<file path="config.mk">
export PLATFORM = sky130hd
export DESIGN_NAME = range_reader
export DESIGN_NICKNAME = d
export VERILOG_FILES = /design/src/rtl/range_reader.sv
export SDC_FILE = /design/constraint.sdc
export NUM_CORES = 1
export LEC_CHECK = 0
export BUFFER_PORTS_ARGS = -buffer_cell sky130_fd_sc_hd__clkbuf_2
export CAP_MARGIN = 30
export CORE_MARGIN = 4
export CORE_UTILIZATION = 42
export DETAILED_ROUTE_END_ITERATION = 8
export GPL_TIMING_DRIVEN = 0
export PLACE_DENSITY = 0.64
export SYNTH_ARGS = -nofsm -noshare
export SYNTH_HDL_FRONTEND = slang
export SYNTH_SLANG_ARGS = --single-unit
</file>
<file path="constraint.sdc">
create_clock -name clk -period 7.25 [get_ports clk]
set_clock_uncertainty 0.1 [all_clocks]
set_input_delay 1.45 -clock clk [delete_from_list [all_inputs] [get_ports clk]]
set_output_delay 1.45 -clock clk [all_outputs]
set_load 0.05 [all_outputs]
</file>
<file path="src/rtl/range_reader.sv">
// range_reader: launches a range run, waits for done, then streams
// every stored count back as (n, count) beats and tracks the maximum.
module range_reader #(
    parameter int RAM_WORDS      = 16,
    parameter int RAM_ADDR_BITS  = 4,
    parameter int TIMEOUT_CYCLES = 1048576
) (
    input  logic        clk,
    input  logic        reset,
    input  logic        req_valid,
    output logic        req_ready,
    input  logic [31:0] req_start,
    output logic        rng_go,
    output logic [31:0] rng_start,
    input  logic        rng_done,
    input  logic [15:0] rng_count,
    output logic        out_valid,
    input  logic        out_ready,
    output logic [31:0] out_n,
    output logic [15:0] out_count,
    output logic        out_last,
    output logic [15:0] max_count,
    output logic [31:0] max_n,
    output logic        run_done,
    output logic        timeout
);

    localparam int WD_W = $clog2(TIMEOUT_CYCLES + 1);

    typedef enum logic [2:0] {
        S_IDLE,
        S_LAUNCH,
        S_WAIT,
        S_ADDR,
        S_SETTLE,
        S_CAPTURE,
        S_EMIT
    } state_t;

    state_t                   state;
    state_t                   state_nx;
    logic [31:0]              base;
    logic [RAM_ADDR_BITS-1:0] idx;
    logic [WD_W-1:0]          wd;
    logic [31:0]              idx_ext;
    logic                     accept;
    logic                     done_seen;
    logic                     wd_expired;
    logic                     idx_last;

    assign idx_ext    = {{(32-RAM_ADDR_BITS){1'b0}}, idx};
    assign accept     = (state == S_IDLE) && req_valid;
    // wd is zero only in the first WAIT cycle, where a stale done is ignored
    assign done_seen  = (wd != '0) && rng_done;
    assign wd_expired = (wd == WD_W'(TIMEOUT_CYCLES - 1));
    assign idx_last   = (idx == RAM_ADDR_BITS'(RAM_WORDS - 1));

    // State register
    always_ff @(posedge clk or posedge reset) begin
        if (reset) state <= S_IDLE;
        else       state <= state_nx;
    end

    // Next-state logic
    always_comb begin
        state_nx = state;
        unique case (state)
            S_IDLE:    if (req_valid) state_nx = S_LAUNCH;
            S_LAUNCH:  state_nx = S_WAIT;
            S_WAIT: begin
                if (done_seen)       state_nx = S_ADDR;
                else if (wd_expired) state_nx = S_IDLE;
            end
            S_ADDR:    state_nx = S_SETTLE;
            S_SETTLE:  state_nx = S_CAPTURE;
            S_CAPTURE: state_nx = S_EMIT;
            S_EMIT: begin
                if (out_ready) state_nx = out_last ? S_IDLE : S_ADDR;
            end
            default:   state_nx = S_IDLE;
        endcase
    end

    // Datapath: base, read index, watchdog, beat registers and maximum
    always_ff @(posedge clk or posedge reset) begin
        if (reset) begin
            base      <= '0;
            idx       <= '0;
            wd        <= '0;
            out_n     <= '0;
            out_count <= '0;
            out_last  <= 1'b0;
            max_count <= '0;
            max_n     <= '0;
            timeout   <= 1'b0;
        end else begin
            if (accept) begin
                base      <= req_start;
                max_count <= '0;
                max_n     <= '0;
                timeout   <= 1'b0;
            end
            if (state == S_WAIT) begin
                wd <= wd + WD_W'(1);
                if (done_seen)       idx     <= '0;
                else if (wd_expired) timeout <= 1'b1;
            end else begin
                wd <= '0;
            end
            if (state == S_CAPTURE) begin
                out_count <= rng_count;
                out_n     <= base + idx_ext;
                out_last  <= idx_last;
                if (rng_count > max_count) begin
                    max_count <= rng_count;
                    max_n     <= base + idx_ext;
                end
            end
            if (state == S_EMIT && out_ready && !out_last)
                idx <= idx + RAM_ADDR_BITS'(1);
        end
    end

    // Outputs decoded from state
    always_comb begin
        req_ready = (state == S_IDLE);
        rng_go    = (state == S_LAUNCH);
        out_valid = (state == S_EMIT);
        run_done  = (state == S_EMIT) && out_ready && out_last;
        unique case (state)
            S_IDLE:           rng_start = '0;
            S_LAUNCH, S_WAIT: rng_start = base;
            default:          rng_start = idx_ext;
        endcase
    end

endmodule

</file>
Word level (Yosys, flattened, before mapping)
Cells that the tools add are included.
Storage, ports and cells
  bits in registers: 158
  bits of input ports: 53
  output and inout bits: 134
  logic and storage cells: 59
Operators by class
  $add $sub $neg: 3
  order comparisons: 1
  eq/ne operators: 11
  muxes and demuxes: 21
  reduce and logical (&&, ||, !) cells: 13
Operators with widths (count)
  2-to-1 mux 32 bit: 3
  one-hot mux 32 bit (2 select lines): 1
  2-to-1 mux 16 bit: 3
  adder 32 x 4 -> 32 bit: 1
  adder 21 x 1 -> 21 bit (second input constant): 1
  == test 21 x 20 -> 1 bit (second input constant): 1
  2-to-1 mux 21 bit: 1
  one-hot mux 3 bit (7 select lines): 1
  nonzero test 21 bit: 1
  > comparator 16 bit: 1
  2-to-1 mux 3 bit: 4
  2-to-1 mux 4 bit: 3
  == test 3 bit (second input constant): 3
  == test 3 x 2 -> 1 bit (second input constant): 2
  logical AND 1 bit: 5
  adder 4 x 1 -> 4 bit (second input constant): 1
  == test 4 bit (second input constant): 1
  2-to-1 mux 1 bit: 4
  nonzero test 2 bit: 2
  == test 3 x 1 -> 1 bit (second input constant): 1
  zero test 3 bit: 1
  != test 3 bit (second input constant): 1
  AND reduction 3 bit: 1
  2-to-1 mux 2 bit: 1
  other kinds (5): 5

Logic depth before layout (Yosys ltp)
Gate-level depths: netlist of run 1.
  depth after elaboration: 6
  mapped depth: 10
  gate-level depth less buffers: 9

Worst setup path after synthesis of run 1
No wires, ideal clock.
  path kind: register -> output
  start: register state[2]
  end: output port rng_start[1]
  arrival time: 1930 ps
  required time: 5700 ps
  slack: 3770 ps
  cell stages (with the launch flop): 5
  buffers on the path: 2
  path through: dfrtp_1 -> clkbuf_1 -> clkbuf_1 -> a21oi_1 -> o21ai_0
On the way
  cells in the longest elaborated chain, start to end: 3
  elaborated cells on any way between the ends: 5
  classes of those cells: 2 x eq/ne; 1 x mux; 2 x reduce/logical
RTL lines
  start: declaration: RTL line 40  | state_t state;
  start signal: assignment: RTL line 61  | else state <= state_nx;
  == test 3 x 1 -> 1 bit / == test 3 x 2 -> 1 bit (equally long branches): RTL line 130  | unique case (state)
  OR reduction 2 bit: RTL line 130
  one-hot mux 32 bit (2 select lines) *: RTL line 130
  end: declaration: RTL line 14  | output logic [31:0] rng_start,
Every way passes the cells marked *; elsewhere a longest branch is shown, timed or not.

Worst setup path after layout of run 1
  start: register state[0]
  end: output port rng_start[31]
The elaborated chain is that of the path after synthesis.

==> qor.json, run 1 <==
{
  "synthesis": {
    "synthesis.nets": 826,
    "mappedNetlistArea_mm2": 0.00766,
    "ys_seq_area_frac": 0.516,
    "synth_warnings": 0,
    "synth.avg_cell_area_um2": 10.2,
    "register_bit_total_from_synthesis": 158,
    "ys_async_sr_fraction": 1.00,
    "post_synth_edffs": 0,
    "synthFlopType": "sky130_fd_sc_hd__dfrtp_1",
    "netlist-cell-type-count": 41,
    "synthesis.instances": 749
  },
  "setup_path": {
    "critical_path_peak_fanout": 10,
    "start_kind": "register",
    "critical_path.most_common_cell": "sky130_fd_sc_hd__clkbuf_1",
    "critical_path_required_ns": 5.70,
    "cp-endpoint": "rng_start[31]",
    "r2r_start": "idx[0]",
    "worstSetupStartpoint": "state[0]",
    "worst_path_cell_chain": "clkbuf_1, nand2b_1, a21oi_1, clkbuf_1, clkbuf_1, and2_1, clkbuf_2",
    "worst-r2r-setup-slack_ns": 4.45,
    "setup.worst_path.class": "register to output port",
    "cp_data_arrival_time_ns": 3.01,
    "worstRegToRegCells": 10,
    "worst_setup_path_end_kind": "output port",
    "critical_path.max_stage_delay_ns": 0.47,
    "critical_path.slowest_cell": "sky130_fd_sc_hd__clkbuf_1",
    "r2r-end": "max_n[22]"
  },
  "run": {
    "max-cap-violations": 0
  },
  "routing": {
    "route.detailed.vias_per_inst": 5.16,
    "wirelength_mm": 20.7,
    "wl_per_cell_um": 17.3,
    "maxUsedRoutingLayer": "met4",
    "wl_met2_mm": 9.87,
    "met1_length_mm": 9.16,
    "drt_iter0_markers": 278,
    "met3RoutedLength_mm": 1.49,
    "dr_vias": 6174,
    "drc_errors": 0,
    "drt.antenna.violating_nets": 0,
    "drtPass1Iterations": 6
  },
  "cts": {
    "clk_latency_ns": 0.43,
    "clockBufferDepth": 2,
    "clk_sinks": 158,
    "cts_buffers": 17,
    "cts_tree": "yes",
    "clkSlewWorstSetupHoldPaths_ns": 0.06,
    "postCtsSetupRepairBufs": 0,
    "number_of_buffers_inserted_for_hold_repair_after_clock_tree_synthesis": 0,
    "cts-htree-levels": 4,
    "root_buffer": "sky130_fd_sc_hd__clkbuf_16",
    "cts.repair.resized": 0
  },
  "outcome": {
    "run_status": "completed"
  },
  "timing": {
    "layout_min_cycle_time_ns": 4.56,
    "setup_slack_ns": 2.69,
    "hold_viol_final": 0,
    "rsz0062_at_grt": "no",
    "setup_tns_ns": 0,
    "relative_slew_margins": 0.444,
    "setup_viol": 0,
    "worst_slew_pin_slew_ns": 0.831,
    "finalMaxSlewViolations": 0,
    "fmaxAchievable_mhz": 219,
    "finalCritPeriodShare": 0.629
  },
  "cells_and_area": {
    "flow.area_growth_from_synthesis_pct": 23.9,
    "final_design_area_no_fill_mm2": 0.00949,
    "antenna_cells": 0,
    "multiInputGateArea_mm2": 0.00345,
    "drive_above_1_share": 0.292,
    "regArea_mm2": 0.00395,
    "fin_nets": 1032,
    "num-fill-cells": 1669
  },
  "global_routing": {
    "grt_start_max_net_pins": 84,
    "global_route_wire_length_before_repair_mm": 33.5,
    "global_route.usage.total": 0.209,
    "first_global_vias": 6262,
    "antenna_found_initial": 0,
    "global_route.overflow_total": 0
  },
  "placement": {
    "detailedPlace.worstSlack_ns": 3.15,
    "detailed_place_hpwl_mm": 15.1,
    "gpl.final_weighted_congestion": 0.830,
    "count_of_buffers_from_port_buffering": 186,
    "placed_area_mm2": 0.00891
  },
  "power_and_ir_drop": {
    "max-vdd-ir-drop_mv": 0.313,
    "total_leakage_power_uw": 0.00447,
    "p_per_area_mw_per_mm2": 487
  },
  "floorplanning": {
    "top_level_ports": 187,
    "die_height_um": 143,
    "fp.coreArea_mm2": 0.0180,
    "std_cell_rows": 49,
    "initial_util": 0.426,
    "fp.dieW_um": 143,
    "die_outline_area_mm2": 0.0205
  },
  "min_path": {
    "min-delay-path-class": "register to register"
  }
}
report_power, final:
part           switching, uW  internal, uW  total (uW)
Clock                    388           489         877
Combinational           1680           627        2300
Sequential               265          1180        1440
how the worst min path moves through the flow:
stage,start,endpoint,cells past startpoint
floorplan,wd[0],wd[0],1
global placement,out_n[31],out_n[31],2
detailed placement,out_n[29],out_n[29],2
CTS,out_n[29],out_n[29],2
global route,out_count[10],out_count[10],1
finish,out_n[16],out_n[16],2
area by class of cell:
| type | count | area share |
|---|---|---|
| Buffer | 35 | 0.0162 |
| Clock buffer | 19 | 0.0467 |
| Clock inverter | 13 | 0.0140 |
| Inverter | 28 | 0.0119 |
| Multi-Input combinational cell | 528 | 0.363 |
| Sequential cell | 158 | 0.417 |
| Tap cell | 229 | 0.0302 |
| Timing Repair Buffer | 187 | 0.101 |
flip-flops by register name, summed over array words and instances (netlist names):
name / count
out_count: 16
timeout: 1
base: 32
max_n: 32
idx: 4
wd: 21
max_count: 16
state: 3
out_n: 32
out_last: 1
worst max-delay path, delay by kind of cell (launching register included):
| kind | cells | cell delay, ns |
|---|---|---|
| buf+inv | 4 | 1.43 |
| flops | 1 | 0.38 |
| compound gates | 1 | 0.29 |
| simple gates | 2 | 0.48 |
Yosys cell counts (5+ instances only):
master,n,share of area
sky130_fd_sc_hd__nand3_1,23,0.015
sky130_fd_sc_hd__dfrtp_1,158,0.52
sky130_fd_sc_hd__ha_1,23,0.038
sky130_fd_sc_hd__xnor2_1,14,0.016
sky130_fd_sc_hd__nor3_1,9,0.0059
sky130_fd_sc_hd__or3_1,5,0.0041
sky130_fd_sc_hd__and3_1,9,0.0074
sky130_fd_sc_hd__buf_2,9,0.0059
sky130_fd_sc_hd__mux2i_1,29,0.038
sky130_fd_sc_hd__o21ai_0,59,0.039
sky130_fd_sc_hd__and2_1,30,0.025
sky130_fd_sc_hd__a21oi_1,16,0.010
sky130_fd_sc_hd__xor2_1,32,0.037
sky130_fd_sc_hd__nor2_1,38,0.019
sky130_fd_sc_hd__nor2b_1,5,0.0041
sky130_fd_sc_hd__a22o_1,5,0.0057
sky130_fd_sc_hd__nand2_1,131,0.064
sky130_fd_sc_hd__inv_1,28,0.014
sky130_fd_sc_hd__nand4_1,17,0.014
sky130_fd_sc_hd__clkbuf_1,24,0.012
sky130_fd_sc_hd__nor4_1,5,0.0041
sky130_fd_sc_hd__mux2_2,51,0.075
per-stage QoR:
step / hold WS, ns / power, uW / std cells / util
floorplan: 0.375 / 3150 / 749 / -
global placement: 0.364 / 3760 / 1164 / 0.494
detailed placement: 0.373 / 3780 / 1165 / 0.496
CTS: 0.387 / 4670 / 1197 / 0.528
global route: 0.412 / 4910 / 1197 / 0.528
finish: 0.383 / 4620 / 1197 / 0.528
metal layers:
metal  GRT usage  vias up
li1            -     2974
met1       0.275     3007
met2       0.342      177
met3      0.0690       16
met4      0.0385        0
met5           0        -
layout by cell type, fill, tap and decap left out, types with 9 or more instances in the layout:
| cell | count |
|---|---|
| sky130_fd_sc_hd__a21oi_1 | 16 |
| sky130_fd_sc_hd__and2_1 | 30 |
| sky130_fd_sc_hd__and3_1 | 9 |
| sky130_fd_sc_hd__buf_2 | 9 |
| sky130_fd_sc_hd__clkbuf_1 | 25 |
| sky130_fd_sc_hd__clkbuf_16 | 17 |
| sky130_fd_sc_hd__clkbuf_2 | 186 |
| sky130_fd_sc_hd__dfrtp_1 | 158 |
| sky130_fd_sc_hd__ha_1 | 23 |
| sky130_fd_sc_hd__inv_1 | 27 |
| sky130_fd_sc_hd__mux2_2 | 51 |
| sky130_fd_sc_hd__mux2i_1 | 29 |
| sky130_fd_sc_hd__nand2_1 | 131 |
| sky130_fd_sc_hd__nand3_1 | 23 |
| sky130_fd_sc_hd__nand4_1 | 17 |
| sky130_fd_sc_hd__nor2_1 | 38 |
| sky130_fd_sc_hd__nor3_1 | 9 |
| sky130_fd_sc_hd__o21ai_0 | 59 |
| sky130_fd_sc_hd__xnor2_1 | 14 |
| sky130_fd_sc_hd__xor2_1 | 32 |
kinds of logic (layout without fill, tap and decap cells):
family,count (synthesis),in the layout,share of synthesized area
AO/OA/AOI/OAI,97,97,0.0732
flip-flops,158,158,0.516
multiplexers,80,80,0.113
adder cells (fa/ha/maj),24,24,0.0402
buffers and inverters,63,282,0.0338
AND/OR/NAND/NOR,281,281,0.171
XOR/XNOR,46,46,0.0526
(Power assumes the default switching activity.)
==> run 2: changes to the inputs <==
==> constraint.sdc (replaced) <==
create_clock -name clk -period 4.2 [get_ports clk]
set_clock_uncertainty 0.1 [all_clocks]
set_input_delay 0.84 -clock clk [delete_from_list [all_inputs] [get_ports clk]]
set_output_delay 0.84 -clock clk [all_outputs]
set_load 0.05 [all_outputs]
==> qor.json, run 2 (synthesized netlist as in run 1, its figures left out) <==
{
  "cts": {
    "postCtsSetupRepairBufs": 0,
    "cts-htree-levels": 4,
    "cts_tree": "yes",
    "clk_sinks": 158,
    "cts.repair.resized": 0,
    "number_of_buffers_inserted_for_hold_repair_after_clock_tree_synthesis": 0,
    "cts_buffers": 17,
    "clkSlewWorstSetupHoldPaths_ns": 0.07,
    "clk_latency_ns": 0.43,
    "clockBufferDepth": 2,
    "root_buffer": "sky130_fd_sc_hd__clkbuf_16"
  },
  "placement": {
    "detailed_place_hpwl_mm": 15.6,
    "count_of_buffers_from_port_buffering": 186,
    "gpl.final_weighted_congestion": 0.836,
    "placed_cells": 1168
  },
  "run": {
    "max-cap-violations": 0
  },
  "floorplanning": {
    "die_outline_area_mm2": 0.0205,
    "std_cell_rows": 49,
    "die_height_um": 143,
    "fp.dieW_um": 143,
    "top_level_ports": 187,
    "fp.coreArea_mm2": 0.0180,
    "initial_util": 0.426
  },
  "routing": {
    "drtPass1Iterations": 5,
    "wirelength_mm": 20.8,
    "drc_errors": 0,
    "drt.antenna.violating_nets": 0,
    "drt_iter0_markers": 286,
    "wl_per_cell_um": 17.4,
    "route.detailed.vias_per_inst": 5.08,
    "dr_vias": 6100
  },
  "cells_and_area": {
    "layout.cells.non_filler": 1200,
    "largest_registers": "base: 32 flops, max_n: 32 flops, out_n: 32 flops",
    "drive_above_1_share": 0.296,
    "postLayoutCoreUtil": 0.532,
    "most_frequent_standard_cell_in_the_layout_excluding_fill_and_tap_cells": "sky130_fd_sc_hd__clkbuf_2",
    "layout.cells.most_common_list": "186 x sky130_fd_sc_hd__clkbuf_2, 158 x sky130_fd_sc_hd__dfrtp_1, 131 x sky130_fd_sc_hd__nand2_1",
    "regArea_mm2": 0.00395,
    "flow.area_growth_from_synthesis_pct": 24.6,
    "multiInputGateArea_mm2": 0.00345,
    "num-fill-cells": 1686,
    "antenna_cells": 0,
    "fin_nets": 1035
  },
  "power_and_ir_drop": {
    "total_leakage_power_uw": 0.00451,
    "netSwitchingPower_uw": 4050,
    "total_power_uw": 8020,
    "p_per_area_mw_per_mm2": 840,
    "max-vdd-ir-drop_mv": 0.532,
    "power.share.switching": 0.505,
    "power.internal_uw": 3970,
    "clockPowerShare": 0.191,
    "power.share.sequential": 0.311,
    "share_comb_of_total_power": 0.498
  },
  "global_routing": {
    "antenna_found_initial": 0,
    "first_global_vias": 6236,
    "global_route.usage.total": 0.211,
    "global_route.overflow_total": 0,
    "global_route_wire_length_before_repair_mm": 33.5,
    "grt_start_max_net_pins": 42
  },
  "timing": {
    "setup_tns_ns": 0,
    "hold_viol_final": 0,
    "relative_slew_margins": 0.458,
    "fmaxAchievable_mhz": 255,
    "worst_hold_slack_ns": 0.337,
    "setup_viol": 0,
    "layout_min_cycle_time_ns": 3.93,
    "rsz0062_at_grt": "no",
    "worst_slew_pin_slew_ns": 0.810,
    "finalMaxSlewViolations": 0,
    "finalCritPeriodShare": 0.935
  },
  "setup_path": {
    "critical_path_required_ns": 3.26,
    "setup.worst_path.class": "register to output port",
    "start_kind": "register",
    "cp_data_arrival_time_ns": 2.99,
    "critical_path_peak_fanout": 10,
    "worst_setup_path_end_kind": "output port"
  },
  "outcome": {
    "run_status": "completed"
  },
  "min_path": {
    "min-delay-path-class": "input pin to async pin"
  }
}
-- run 2: path summary, 6_finish.rpt --
path / from / endpoint / slack, ns / depth (start not counted)
worst max-delay path: state[0] / rng_start[4] / 0.27 / 7
worst min-delay path: reset / max_n[11] / 0.34 / 2
worst max register to register: idx[3] / max_n[19] / 1.47 / 7
worst min register to register: out_n[27] / out_n[27] / 0.38 / 2
max in group asynchronous: reset / out_count[7] / 2.83 / 4
min in group clk: out_n[27] / out_n[27] / 0.38 / 2
-- run 2: critical path, cell delays in order, from the launching register on --
cell                       delay (ns)
sky130_fd_sc_hd__dfrtp_1         0.40
sky130_fd_sc_hd__clkbuf_1        0.22
sky130_fd_sc_hd__nand2b_1        0.23
sky130_fd_sc_hd__a21oi_1         0.25
sky130_fd_sc_hd__clkbuf_1        0.45
sky130_fd_sc_hd__clkbuf_1        0.49
sky130_fd_sc_hd__and2_1          0.24
sky130_fd_sc_hd__clkbuf_2        0.28
-- run 2: power groups by stage --
stage | combinational [uW] | clock, uW | sequential [uW]
finish | 4000 | 1530 | 2490
global route | 4300 | 1640 | 2560
CTS | 4050 | 1580 | 2490
detailed placement | 4030 | 0 | 2510
global placement | 3980 | 0 | 2500
floorplan | 1960 | 0 | 3480
-- run 2: layout make-up --
type	instances	share of cell area
Tap cell	229	0.0300
Sequential cell	158	0.414
Buffer	35	0.0161
Inverter	28	0.0114
Clock buffer	18	0.0460
Clock inverter	14	0.0155
Timing Repair Buffer	190	0.106
Multi-Input combinational cell	528	0.361
-- run 2: layer usage --
metal,routed length (um),track usage,vias to the layer above
li1,-,-,2974
met1,9050,0.276,2945
met2,10200,0.348,162
met3,1400,0.0549,19
met4,182,0.0585,0
met5,0,0,-
-- run 2: stage by stage --
stage / area (um^2) / worst slack (ns)
final: 9550 / 0.272
after CTS: 9550 / 0.210
after floorplan: 7660 / 1.26
after global routing: 9550 / 0.0192
after global placement: 8880 / 0.170
after detailed placement: 8960 / 0.692
==> run 3: changes to the inputs <==
--- a/config.mk
+++ b/config.mk
@@ -7,11 +7,14 @@
 export LEC_CHECK = 0
 export BUFFER_PORTS_ARGS = -buffer_cell sky130_fd_sc_hd__clkbuf_2
 export CAP_MARGIN = 30
+export CELL_PAD_IN_SITES_DETAIL_PLACEMENT = 1
+export CELL_PAD_IN_SITES_GLOBAL_PLACEMENT = 1
 export CORE_MARGIN = 4
-export CORE_UTILIZATION = 42
+export CORE_UTILIZATION = 41
 export DETAILED_ROUTE_END_ITERATION = 8
 export GPL_TIMING_DRIVEN = 0
-export PLACE_DENSITY = 0.64
+export PLACE_DENSITY = 0.79
 export SYNTH_ARGS = -nofsm -noshare
 export SYNTH_HDL_FRONTEND = slang
 export SYNTH_SLANG_ARGS = --single-unit
+export TNS_END_PERCENT = 100
==> constraint.sdc (replaced) <==
create_clock -name clk -period 3.8 [get_ports clk]
set_clock_uncertainty 0.1 [all_clocks]
set_input_delay 0.76 -clock clk [delete_from_list [all_inputs] [get_ports clk]]
set_output_delay 0.76 -clock clk [all_outputs]
set_load 0.05 [all_outputs]
==> qor.json, run 3 (synthesized netlist as in run 1, its figures left out) <==
{
  "global_routing": {
    "first_global_vias": 6997,
    "antenna_found_initial": 0,
    "grt_start_max_net_pins": 42,
    "global_route.overflow_total": 0,
    "global_route.usage.total": 0.232,
    "global_route_wire_length_before_repair_mm": 37.5
  },
  "setup_path": {
    "start_kind": "register",
    "setup.worst_path.class": "register to output port",
    "critical_path.max_stage_delay_ns": 0.39,
    "worst-r2r-setup-slack_ns": 0.98,
    "critical_path.slowest_cell": "sky130_fd_sc_hd__dfrtp_1",
    "critical_path.most_common_cell": "sky130_fd_sc_hd__clkbuf_2",
    "cp_data_arrival_time_ns": 2.66,
    "critical_path_required_ns": 2.94,
    "worst_setup_path_end_kind": "output port",
    "worst_path_cell_chain": "clkbuf_1, nand2b_1, a21oi_1, clkbuf_2, clkbuf_2, and2_1, clkbuf_2",
    "critical_path_peak_fanout": 10,
    "r2r_start": "idx[0]",
    "worstSetupStartpoint": "state[0]"
  },
  "run": {
    "max-cap-violations": 0
  },
  "routing": {
    "wirelength_mm": 23.5,
    "drt.antenna.violating_nets": 0,
    "drtPass1Iterations": 5,
    "drc_errors": 0,
    "drt_iter0_markers": 213,
    "route.detailed.vias_per_inst": 5.27,
    "wl_per_cell_um": 19.6,
    "dr_vias": 6328
  },
  "cells_and_area": {
    "antenna_cells": 0,
    "most_frequent_standard_cell_in_the_layout_excluding_fill_and_tap_cells": "sky130_fd_sc_hd__clkbuf_2",
    "multiInputGateArea_mm2": 0.00345,
    "fin_nets": 1035,
    "largest_registers": "base: 32 flops, max_n: 32 flops, out_n: 32 flops",
    "num-fill-cells": 2077,
    "layout.cells.most_common_list": "188 x sky130_fd_sc_hd__clkbuf_2, 158 x sky130_fd_sc_hd__dfrtp_1, 131 x sky130_fd_sc_hd__nand2_1",
    "final_design_area_no_fill_mm2": 0.00957,
    "drive_above_1_share": 0.298,
    "flow.area_growth_from_synthesis_pct": 24.9,
    "regArea_mm2": 0.00395
  },
  "cts": {
    "clockBufferDepth": 2,
    "clk_sinks": 158,
    "cts_tree": "yes",
    "number_of_buffers_inserted_for_hold_repair_after_clock_tree_synthesis": 0,
    "root_buffer": "sky130_fd_sc_hd__clkbuf_16",
    "clkSlewWorstSetupHoldPaths_ns": 0.07,
    "cts-htree-levels": 4,
    "clk_latency_ns": 0.43,
    "cts_buffers": 17
  },
  "floorplanning": {
    "fp.dieW_um": 145,
    "std_cell_rows": 49,
    "die_height_um": 145,
    "fp.coreArea_mm2": 0.0181,
    "top_level_ports": 187,
    "die_outline_area_mm2": 0.0209,
    "initial_util": 0.422
  },
  "timing": {
    "setup_viol": 0,
    "rsz0062_at_grt": "no",
    "layout_min_cycle_time_ns": 3.52,
    "finalCritPeriodShare": 0.926,
    "worst_slew_pin_slew_ns": 0.811,
    "worst_hold_slack_ns": 0.164,
    "relative_slew_margins": 0.457,
    "fmaxAchievable_mhz": 284,
    "finalMaxSlewViolations": 0,
    "hold_viol_final": 0
  },
  "placement": {
    "detailed_place_hpwl_mm": 17.5,
    "placed_area_mm2": 0.00896,
    "count_of_buffers_from_port_buffering": 186,
    "gpl.final_weighted_congestion": 0.863
  },
  "min_path": {
    "min-delay-path-class": "input pin to async pin"
  },
  "outcome": {
    "run_status": "completed"
  },
  "power_and_ir_drop": {
    "total_leakage_power_uw": 0.00453,
    "max-vdd-ir-drop_mv": 0.507,
    "p_per_area_mw_per_mm2": 944
  }
}
[run 3: worst paths after layout]
kind	endpoint	cells after the start
hold reg to reg	out_n[3]	2
setup reg to reg	out_n[30]	10
max in group asynchronous	max_count[9]	4
min in group clk	out_n[3]	2
hold / removal	base[5]	2
setup / recovery	rng_start[31]	7
[run 3: timing repair]
item	4_1_cts	5_1_grt
setup endpoints to repair	10	7
buffers inserted	0	0
resized for setup	1	2
[run 3: critical path, delay by kind of cell, from the launching register on]
family	cells	cell delay [ns]
buf+inv	4	1.13
simple gates	2	0.45
flops	1	0.39
compound gates	1	0.27
[run 3: final cells by class]
cell class	count	share of cell area
Timing Repair Buffer	190	0.106
Clock inverter	14	0.0173
Buffer	35	0.0163
Clock buffer	18	0.0459
Multi-Input combinational cell	528	0.360
Sequential cell	158	0.413
Tap cell	229	0.0299
Inverter	28	0.0114
[run 3: where the power goes]
group          internal, uW  switching (uW)
Combinational          1210            3280
Clock                  1050             725
Sequential             2240             522
[run 3: routing by layer]
metal	track usage	part of all wire	vias up
met3	0.0647	0.062	24
met4	0.0702	0.015	0
met1	0.291	0.43	3170
met5	0	0	-
met2	0.392	0.49	164
li1	-	-	2970
[run 3: metrics by stage]
stage               std cells  setup TNS (ns)  power [uW]  setup slack, ns  utilization
floorplan                 749               0        6010            0.912            -
global placement         1164          -22.29        7170           -0.153        0.489
detailed placement       1168               0        7300            0.347        0.494
CTS                      1200               0        9120           0.0526        0.527
global route             1200               0        9550            0.132        0.527
finish                   1200               0        9030            0.280        0.527
